[src/rtl/load_store_unit_if.sv]
// Request/response and memory-side signal bundle for the load/store unit.
// The slave modport is the unit's view; the master modport is the
// requester/memory-model view.
interface load_store_unit_if #(
  parameter int ADDR_WIDTH = 32,
  parameter int DATA_WIDTH = 32
);
  logic                  req_valid;
  logic                  req_ready;
  logic                  req_we;
  logic [2:0]            req_funct3;
  logic [ADDR_WIDTH-1:0] req_addr;
  logic [DATA_WIDTH-1:0] req_wdata;

  logic                  rsp_valid;
  logic [DATA_WIDTH-1:0] rsp_rdata;
  logic                  rsp_err;
  logic [7:0]            err_count;

  logic                  mem_r_en;
  logic                  mem_wr_en;
  logic [ADDR_WIDTH-1:0] mem_addr;
  logic [DATA_WIDTH-1:0] mem_wdata;
  logic [3:0]            mem_byte_en;
  logic [DATA_WIDTH-1:0] mem_rdata;

  modport slave (
    input  req_valid, req_we, req_funct3, req_addr, req_wdata, mem_rdata,
    output req_ready, rsp_valid, rsp_rdata, rsp_err, err_count,
           mem_r_en, mem_wr_en, mem_addr, mem_wdata, mem_byte_en
  );

  modport master (
    output req_valid, req_we, req_funct3, req_addr, req_wdata, mem_rdata,
    input  req_ready, rsp_valid, rsp_rdata, rsp_err, err_count,
           mem_r_en, mem_wr_en, mem_addr, mem_wdata, mem_byte_en
  );
endinterface

[src/rtl/load_store_unit.sv]
// RV32I load/store unit: accepts one request at a time, checks the width
// code and alignment, performs a single word-aligned memory access with
// byte enables, and returns sign/zero-extended load data or an error.
// Flow: IDLE -> ACCESS -> (WAIT for loads) -> RESP -> IDLE; bad requests
// go straight IDLE -> RESP without touching memory.
module load_store_unit #(
  parameter int ADDR_WIDTH = 32,
  parameter int DATA_WIDTH = 32
) (
  input logic               clk,
  input logic               rst,
  load_store_unit_if.slave  bus
);

  typedef enum logic [1:0] {
    IDLE   = 2'd0,
    ACCESS = 2'd1,
    WAIT   = 2'd2,
    RESP   = 2'd3
  } state_t;

  state_t                state_r;
  logic                  we_r;
  logic [2:0]            funct3_r;
  logic [ADDR_WIDTH-1:0] addr_r;
  logic [DATA_WIDTH-1:0] wdata_r;

  logic                  rsp_valid_r;
  logic [DATA_WIDTH-1:0] rsp_rdata_r;
  logic                  rsp_err_r;
  logic [7:0]            err_count_r;

  logic                  mem_r_en_r;
  logic                  mem_wr_en_r;
  logic [ADDR_WIDTH-1:0] mem_addr_r;
  logic [DATA_WIDTH-1:0] mem_wdata_r;
  logic [3:0]            mem_byte_en_r;

  // Width code is legal for the given direction (stores have no unsigned forms).
  function automatic logic is_legal(input logic we, input logic [2:0] f3);
    logic ok;
    ok = 1'b0;
    if (we) begin
      case (f3)
        3'b000, 3'b001, 3'b010: ok = 1'b1;
        default:                ok = 1'b0;
      endcase
    end else begin
      case (f3)
        3'b000, 3'b001, 3'b010, 3'b100, 3'b101: ok = 1'b1;
        default:                                ok = 1'b0;
      endcase
    end
    return ok;
  endfunction

  // Halfwords need addr[0]=0, words need addr[1:0]=0; bytes are always aligned.
  function automatic logic is_misaligned(input logic [2:0] f3, input logic [1:0] a);
    logic mis;
    case (f3[1:0])
      2'b01:   mis = a[0];
      2'b10:   mis = (a != 2'b00);
      default: mis = 1'b0;
    endcase
    return mis;
  endfunction

  // Byte lanes touched by an access of size f3[1:0] at offset a.
  function automatic logic [3:0] lane_mask(input logic [1:0] size, input logic [1:0] a);
    logic [3:0] m;
    case (size)
      2'b00: begin
        case (a)
          2'b00:   m = 4'b0001;
          2'b01:   m = 4'b0010;
          2'b10:   m = 4'b0100;
          default: m = 4'b1000;
        endcase
      end
      2'b01:   m = a[1] ? 4'b1100 : 4'b0011;
      default: m = 4'b1111;
    endcase
    return m;
  endfunction

  // Store data replicated across all lanes so the byte enables pick the right one.
  function automatic logic [31:0] store_data(input logic [1:0] size, input logic [31:0] w);
    logic [31:0] d;
    case (size)
      2'b00:   d = {4{w[7:0]}};
      2'b01:   d = {2{w[15:0]}};
      default: d = w;
    endcase
    return d;
  endfunction

  // Select the addressed lane from the memory word and extend it to 32 bits.
  function automatic logic [31:0] load_extract(input logic [2:0] f3, input logic [1:0] a,
                                               input logic [31:0] w);
    logic [7:0]  b;
    logic [15:0] h;
    logic [31:0] r;
    case (a)
      2'b00:   b = w[7:0];
      2'b01:   b = w[15:8];
      2'b10:   b = w[23:16];
      default: b = w[31:24];
    endcase
    h = a[1] ? w[31:16] : w[15:0];
    case (f3)
      3'b000:  r = {{24{b[7]}}, b};
      3'b001:  r = {{16{h[15]}}, h};
      3'b100:  r = {24'd0, b};
      3'b101:  r = {16'd0, h};
      default: r = w;
    endcase
    return r;
  endfunction

  // Transaction FSM with registered response and memory-strobe outputs.
  always_ff @(posedge clk) begin
    if (rst) begin
      state_r       <= IDLE;
      we_r          <= 1'b0;
      funct3_r      <= 3'd0;
      addr_r        <= '0;
      wdata_r       <= '0;
      rsp_valid_r   <= 1'b0;
      rsp_rdata_r   <= '0;
      rsp_err_r     <= 1'b0;
      err_count_r   <= 8'd0;
      mem_r_en_r    <= 1'b0;
      mem_wr_en_r   <= 1'b0;
      mem_addr_r    <= '0;
      mem_wdata_r   <= '0;
      mem_byte_en_r <= 4'b0000;
    end else begin
      case (state_r)
        IDLE: begin
          if (bus.req_valid) begin
            we_r     <= bus.req_we;
            funct3_r <= bus.req_funct3;
            addr_r   <= bus.req_addr;
            wdata_r  <= bus.req_wdata;
            if (!is_legal(bus.req_we, bus.req_funct3) ||
                is_misaligned(bus.req_funct3, bus.req_addr[1:0])) begin
              // Bad request: answer immediately, never strobe memory.
              state_r     <= RESP;
              rsp_valid_r <= 1'b1;
              rsp_err_r   <= 1'b1;
              rsp_rdata_r <= '0;
              if (err_count_r != 8'hFF) begin
                err_count_r <= err_count_r + 8'd1;
              end
            end else begin
              state_r       <= ACCESS;
              mem_addr_r    <= {bus.req_addr[ADDR_WIDTH-1:2], 2'b00};
              mem_byte_en_r <= lane_mask(bus.req_funct3[1:0], bus.req_addr[1:0]);
              if (bus.req_we) begin
                mem_wr_en_r <= 1'b1;
                mem_wdata_r <= store_data(bus.req_funct3[1:0], bus.req_wdata);
              end else begin
                mem_r_en_r  <= 1'b1;
              end
            end
          end
        end
        ACCESS: begin
          // Strobes last exactly one cycle.
          mem_r_en_r    <= 1'b0;
          mem_wr_en_r   <= 1'b0;
          mem_byte_en_r <= 4'b0000;
          if (we_r) begin
            state_r     <= RESP;
            rsp_valid_r <= 1'b1;
            rsp_err_r   <= 1'b0;
            rsp_rdata_r <= '0;
          end else begin
            state_r <= WAIT;
          end
        end
        WAIT: begin
          // Memory read data is valid this cycle, one after the read strobe.
          state_r     <= RESP;
          rsp_valid_r <= 1'b1;
          rsp_err_r   <= 1'b0;
          rsp_rdata_r <= load_extract(funct3_r, addr_r[1:0], bus.mem_rdata);
        end
        RESP: begin
          state_r     <= IDLE;
          rsp_valid_r <= 1'b0;
          rsp_err_r   <= 1'b0;
          rsp_rdata_r <= '0;
        end
        default: begin
          state_r       <= IDLE;
          rsp_valid_r   <= 1'b0;
          rsp_err_r     <= 1'b0;
          rsp_rdata_r   <= '0;
          mem_r_en_r    <= 1'b0;
          mem_wr_en_r   <= 1'b0;
          mem_byte_en_r <= 4'b0000;
        end
      endcase
    end
  end

  // Store data is latched for completeness; only the replicated copy drives memory.
  logic unused_wdata;
  assign unused_wdata = ^wdata_r;

  assign bus.req_ready   = (state_r == IDLE);
  assign bus.rsp_valid   = rsp_valid_r;
  assign bus.rsp_rdata   = rsp_rdata_r;
  assign bus.rsp_err     = rsp_err_r;
  assign bus.err_count   = err_count_r;
  assign bus.mem_r_en    = mem_r_en_r;
  assign bus.mem_wr_en   = mem_wr_en_r;
  assign bus.mem_addr    = mem_addr_r;
  assign bus.mem_wdata   = mem_wdata_r;
  assign bus.mem_byte_en = mem_byte_en_r;

endmodule

[src/flat_wrapper.sv]
// flat-port wrapper written by rule: the top's interface ports become plain ports
module load_store_unit_flat 
#(
  parameter int ADDR_WIDTH = 32,
  parameter int DATA_WIDTH = 32
)
  (clk, rst, bus_req_valid, bus_req_we, bus_req_funct3, bus_req_addr, bus_req_wdata, bus_mem_rdata, bus_req_ready, bus_rsp_valid, bus_rsp_rdata, bus_rsp_err, bus_err_count, bus_mem_r_en, bus_mem_wr_en, bus_mem_addr, bus_mem_wdata, bus_mem_byte_en);
  load_store_unit_if #(.ADDR_WIDTH(ADDR_WIDTH), .DATA_WIDTH(DATA_WIDTH)) bus_i ();
  input logic clk;
  input logic rst;
  input wire logic [$bits(bus_i.req_valid)-1:0] bus_req_valid;
  input wire logic [$bits(bus_i.req_we)-1:0] bus_req_we;
  input wire logic [$bits(bus_i.req_funct3)-1:0] bus_req_funct3;
  input wire logic [$bits(bus_i.req_addr)-1:0] bus_req_addr;
  input wire logic [$bits(bus_i.req_wdata)-1:0] bus_req_wdata;
  input wire logic [$bits(bus_i.mem_rdata)-1:0] bus_mem_rdata;
  output wire logic [$bits(bus_i.req_ready)-1:0] bus_req_ready;
  output wire logic [$bits(bus_i.rsp_valid)-1:0] bus_rsp_valid;
  output wire logic [$bits(bus_i.rsp_rdata)-1:0] bus_rsp_rdata;
  output wire logic [$bits(bus_i.rsp_err)-1:0] bus_rsp_err;
  output wire logic [$bits(bus_i.err_count)-1:0] bus_err_count;
  output wire logic [$bits(bus_i.mem_r_en)-1:0] bus_mem_r_en;
  output wire logic [$bits(bus_i.mem_wr_en)-1:0] bus_mem_wr_en;
  output wire logic [$bits(bus_i.mem_addr)-1:0] bus_mem_addr;
  output wire logic [$bits(bus_i.mem_wdata)-1:0] bus_mem_wdata;
  output wire logic [$bits(bus_i.mem_byte_en)-1:0] bus_mem_byte_en;
  assign bus_i.req_valid = bus_req_valid;
  assign bus_i.req_we = bus_req_we;
  assign bus_i.req_funct3 = bus_req_funct3;
  assign bus_i.req_addr = bus_req_addr;
  assign bus_i.req_wdata = bus_req_wdata;
  assign bus_i.mem_rdata = bus_mem_rdata;
  assign bus_req_ready = bus_i.req_ready;
  assign bus_rsp_valid = bus_i.rsp_valid;
  assign bus_rsp_rdata = bus_i.rsp_rdata;
  assign bus_rsp_err = bus_i.rsp_err;
  assign bus_err_count = bus_i.err_count;
  assign bus_mem_r_en = bus_i.mem_r_en;
  assign bus_mem_wr_en = bus_i.mem_wr_en;
  assign bus_mem_addr = bus_i.mem_addr;
  assign bus_mem_wdata = bus_i.mem_wdata;
  assign bus_mem_byte_en = bus_i.mem_byte_en;
  load_store_unit #(.ADDR_WIDTH(ADDR_WIDTH), .DATA_WIDTH(DATA_WIDTH)) u_core (.clk(clk), .rst(rst), .bus(bus_i));
endmodule
[config.mk]
export PLATFORM = sky130hd
export DESIGN_NAME = load_store_unit_flat
export DESIGN_NICKNAME = d
export VERILOG_FILES = /design/src/rtl/load_store_unit_if.sv /design/src/rtl/load_store_unit.sv /design/src/flat_wrapper.sv
export SDC_FILE = /design/constraint.sdc
export NUM_CORES = 1
export LEC_CHECK = 0
export CORE_MARGIN = 2
export CORE_UTILIZATION = 47
export CTS_BUF_LIST = sky130_fd_sc_hd__clkbuf_16
export DETAILED_ROUTE_END_ITERATION = 10
export PLACE_DENSITY_LB_ADDON = 0.15
export SYNTH_ARGS = -nofsm -noshare
export SYNTH_HDL_FRONTEND = slang
export SYNTH_SLANG_ARGS = --single-unit
[constraint.sdc]
create_clock -name clk -period 4.1 [get_ports clk]
set_input_delay 0.41 -clock clk [delete_from_list [all_inputs] [get_ports clk]]
set_output_delay 0.41 -clock clk [all_outputs]
set_load 0.005 [all_outputs]
==> metrics.txt <==
wire length on met3 roughly 1500 um; Peak VDD IR around 0.36 mV; DR WL/cell 16.6 um; crit end category flop; Root Buffer clkbuf_16; IO Pins 216; Power Dens Cells 521 nW/um^2; area leader, netlist dfxtp_1; post-synthesis sequential area ratio a little over two fifths; starting density of the core 47.7%; DR iter-0 viols 407; top-area cell type share of the netlist area 43.8%; number of synthesized flops with an enable pin 0; Final ANT Viol Nets 0; Routed WL 16,300 um; Post-CTS Hold Buffers 0; filler cell count 912; uppermost layer routed met4; Min Clock Period, post-route 3.08 ns; ranking of synthesized cells by area dfxtp_1, nand2_1, a21oi_1, a211oi_1, nor2_1; Reg2Reg Setup Slack 1.78 ns; largest net degree at the start of global routing between 100 and 150; Max-Cap Viols 0; synthesized area 5400 sq um; fin. max-slew vios 0; Hold Violations, Final 0; IO buf count 213; HPWL Detailed 11,800 um; DR vias/cell 5.63; CTS tree built; fin util slightly above 70%; Core ar. 11,300 sq um; unrepaired setup endpoints after global routing false; WS Path Type primary input to flop; Setup-failing EPs final 0; Critical Path RT 4.45 ns; ratio of cells with drive above 1 in the final layout roughly 5.7%; crit-path max FO 16; actual slew at the worst max-slew pin 1.09 ns; GPL Wtd Cong 0.911; Final Cycle Share 75.2%; WP data arrival 3.43 ns; Multi-input gate area about 2700 sq um; Mapped Avg Cell Area 8.46 sq um; most frequent cells in the layout clkdlybuf4s50_1, nand2_1, dfxtp_1; Std-Cell Rows 39; Slew Limit Headroom 27.3%; Residual DRC 0; Syn Inst Count 638; P&R area growth vs syn 48.6%; full die area 12,400 sq um; max frequency around 320 MHz; FFs w/ async S/R, synth 0%; leakage 2.92 nW; GRT Overall Usage 26.0%; CTS resizes 0; post-CTS setup repair buffer count 0; total congestion overflow 0; via count 5,502; die extent in x 111 um; clock insertion delay at the later pin of the skew report 0.41 ns; Hold WC Path Type flop to flop; TritonCTS Sinks 118; Diodes inserted 0; total power 4.18 mW; CTS buffer count 17; nature of the critical path startpoint primary input; die height approximately 110 um; setup TNS 0 ns; yosys warns 0; clk slew on worst S/H paths 0.05 ns; first-pass GRT wire length 26,200 um; met2 WL post-DR about 7600 um; skew final around 0.0072 ns; initial antenna violation count 0; H-tree lvl count 4; WL met1 approximately 6600 um; Yosys cell types 54; final net count around 940; Pre-Repair DR Iteration Count 7; commonest non-fill, non-tap cell in the layout clkdlybuf4s50_1; Top FF cell, synth dfxtp_1; Storage cell area 2360 sq um; Synth Register Bits roughly 120; outcome completed; vias in the first global route 5,299; CTS max path bufs 2
synth_stat cells (2+ instances only):
library cell	number
nand2_1	122
dfxtp_1	118
a21oi_1	88
nor2_1	48
a211oi_1	29
clkbuf_1	23
a22o_1	20
a221o_1	16
buf_2	16
o211ai_1	16
mux2i_1	15
nand3_1	14
buf_4	11
inv_1	11
ha_1	9
o21ai_0	7
a221oi_1	6
nand2b_1	6
o22ai_1	6
nand4_1	4
nor2b_1	4
xnor2_1	4
and2_1	3
buf_6	3
nor3_1	3
a31oi_1	2
and3_1	2
and3b_1	2
buf_1	2
clkinv_1	2
o221ai_1	2
or3_1	2
area by class of cell:
| class | count | share of cell area (%) |
|---|---|---|
| sequential | 118 | 29.5 |
| multi-input combinational | 453 | 33.7 |
| timing repair buffer | 220 | 27.2 |
| clock buffer | 17 | 5.31 |
| tap | 143 | 2.23 |
| clock inverter | 14 | 1.50 |
| inverter | 13 | 0.609 |
power breakdown:
group	internal (mW)	switching (mW)	total [mW]	leakage, nW
registers	1.34	0.129	1.47	0.960
clock network	0.872	0.507	1.38	0.275
logic	0.674	0.658	1.33	1.69
per-layer routing:
layer	vias to the layer above	track usage, %
li1	2645	-
met1	2546	30.8
met2	266	42.8
met3	45	9.62
met4	0	10.7
met5	-	0
through the flow:
stage / worst slack, ns / hold slack, ns / std cells / area (sq um)
floorplan: 1.55 / 0.437 / 639 / 5400
global placement: 0.703 / 0.440 / 947 / 7470
detailed placement: 0.621 / 0.445 / 947 / 7470
CTS: 1.04 / 0.451 / 978 / 8020
global route: 0.855 / 0.471 / 978 / 8020
finish: 1.02 / 0.452 / 978 / 8020
registers in the layout, indices dropped and copies added, names as in the netlist:
name,cells
u_core.bus.mem_wdata,32
u_core.bus.rsp_err,1
u_core.we_r,1
u_core.bus.mem_r_en,1
u_core.funct3_r,3
u_core.bus.err_count,8
u_core.state_r,2
u_core.bus.rsp_valid,1
u_core.addr_r,2
u_core.bus.mem_addr,30
u_core.bus.mem_byte_en,4
u_core.bus.mem_wr_en,1
u_core.bus.rsp_rdata,32
critical path: stages:
cell and delay (ns):
clkdlybuf4s50_1 0.45, buf_4 0.21, inv_1 0.10, ha_1 0.41
o211ai_2 0.67, a21oi_2 0.14, nor3_2 0.73, a22o_1 0.28
path summary, 6_finish.rpt:
path                                                             from  depth (start not counted)                                    end
worst max-delay path                                bus_req_funct3[1]                          8   u_core.bus.rsp_rdata[1]$_SDFFE_PP0P_
worst min-delay path            u_core.bus.mem_wdata[14]$_SDFFE_PP0P_                          2  u_core.bus.mem_wdata[14]$_SDFFE_PP0P_
worst max register to register         u_core.state_r[0]$_SDFFE_PP0P_                          5   u_core.bus.rsp_rdata[1]$_SDFFE_PP0P_
worst min register to register  u_core.bus.mem_wdata[14]$_SDFFE_PP0P_                          2  u_core.bus.mem_wdata[14]$_SDFFE_PP0P_
cells by family (layout without fill, tap and decap cells):
group / Yosys count / count (layout) / synth area share [%]
buf+inv: 68 / 264 / 6.28
mux: 18 / 18 / 3.69
flops: 118 / 118 / 43.8
simple gates: 216 / 216 / 17.3
other cells: 1 / 2 / 0.0695
compound gates: 204 / 204 / 26.1
fa+ha+maj: 9 / 9 / 2.09
xor+xnor: 4 / 4 / 0.649
(Power assumes the default switching activity.)
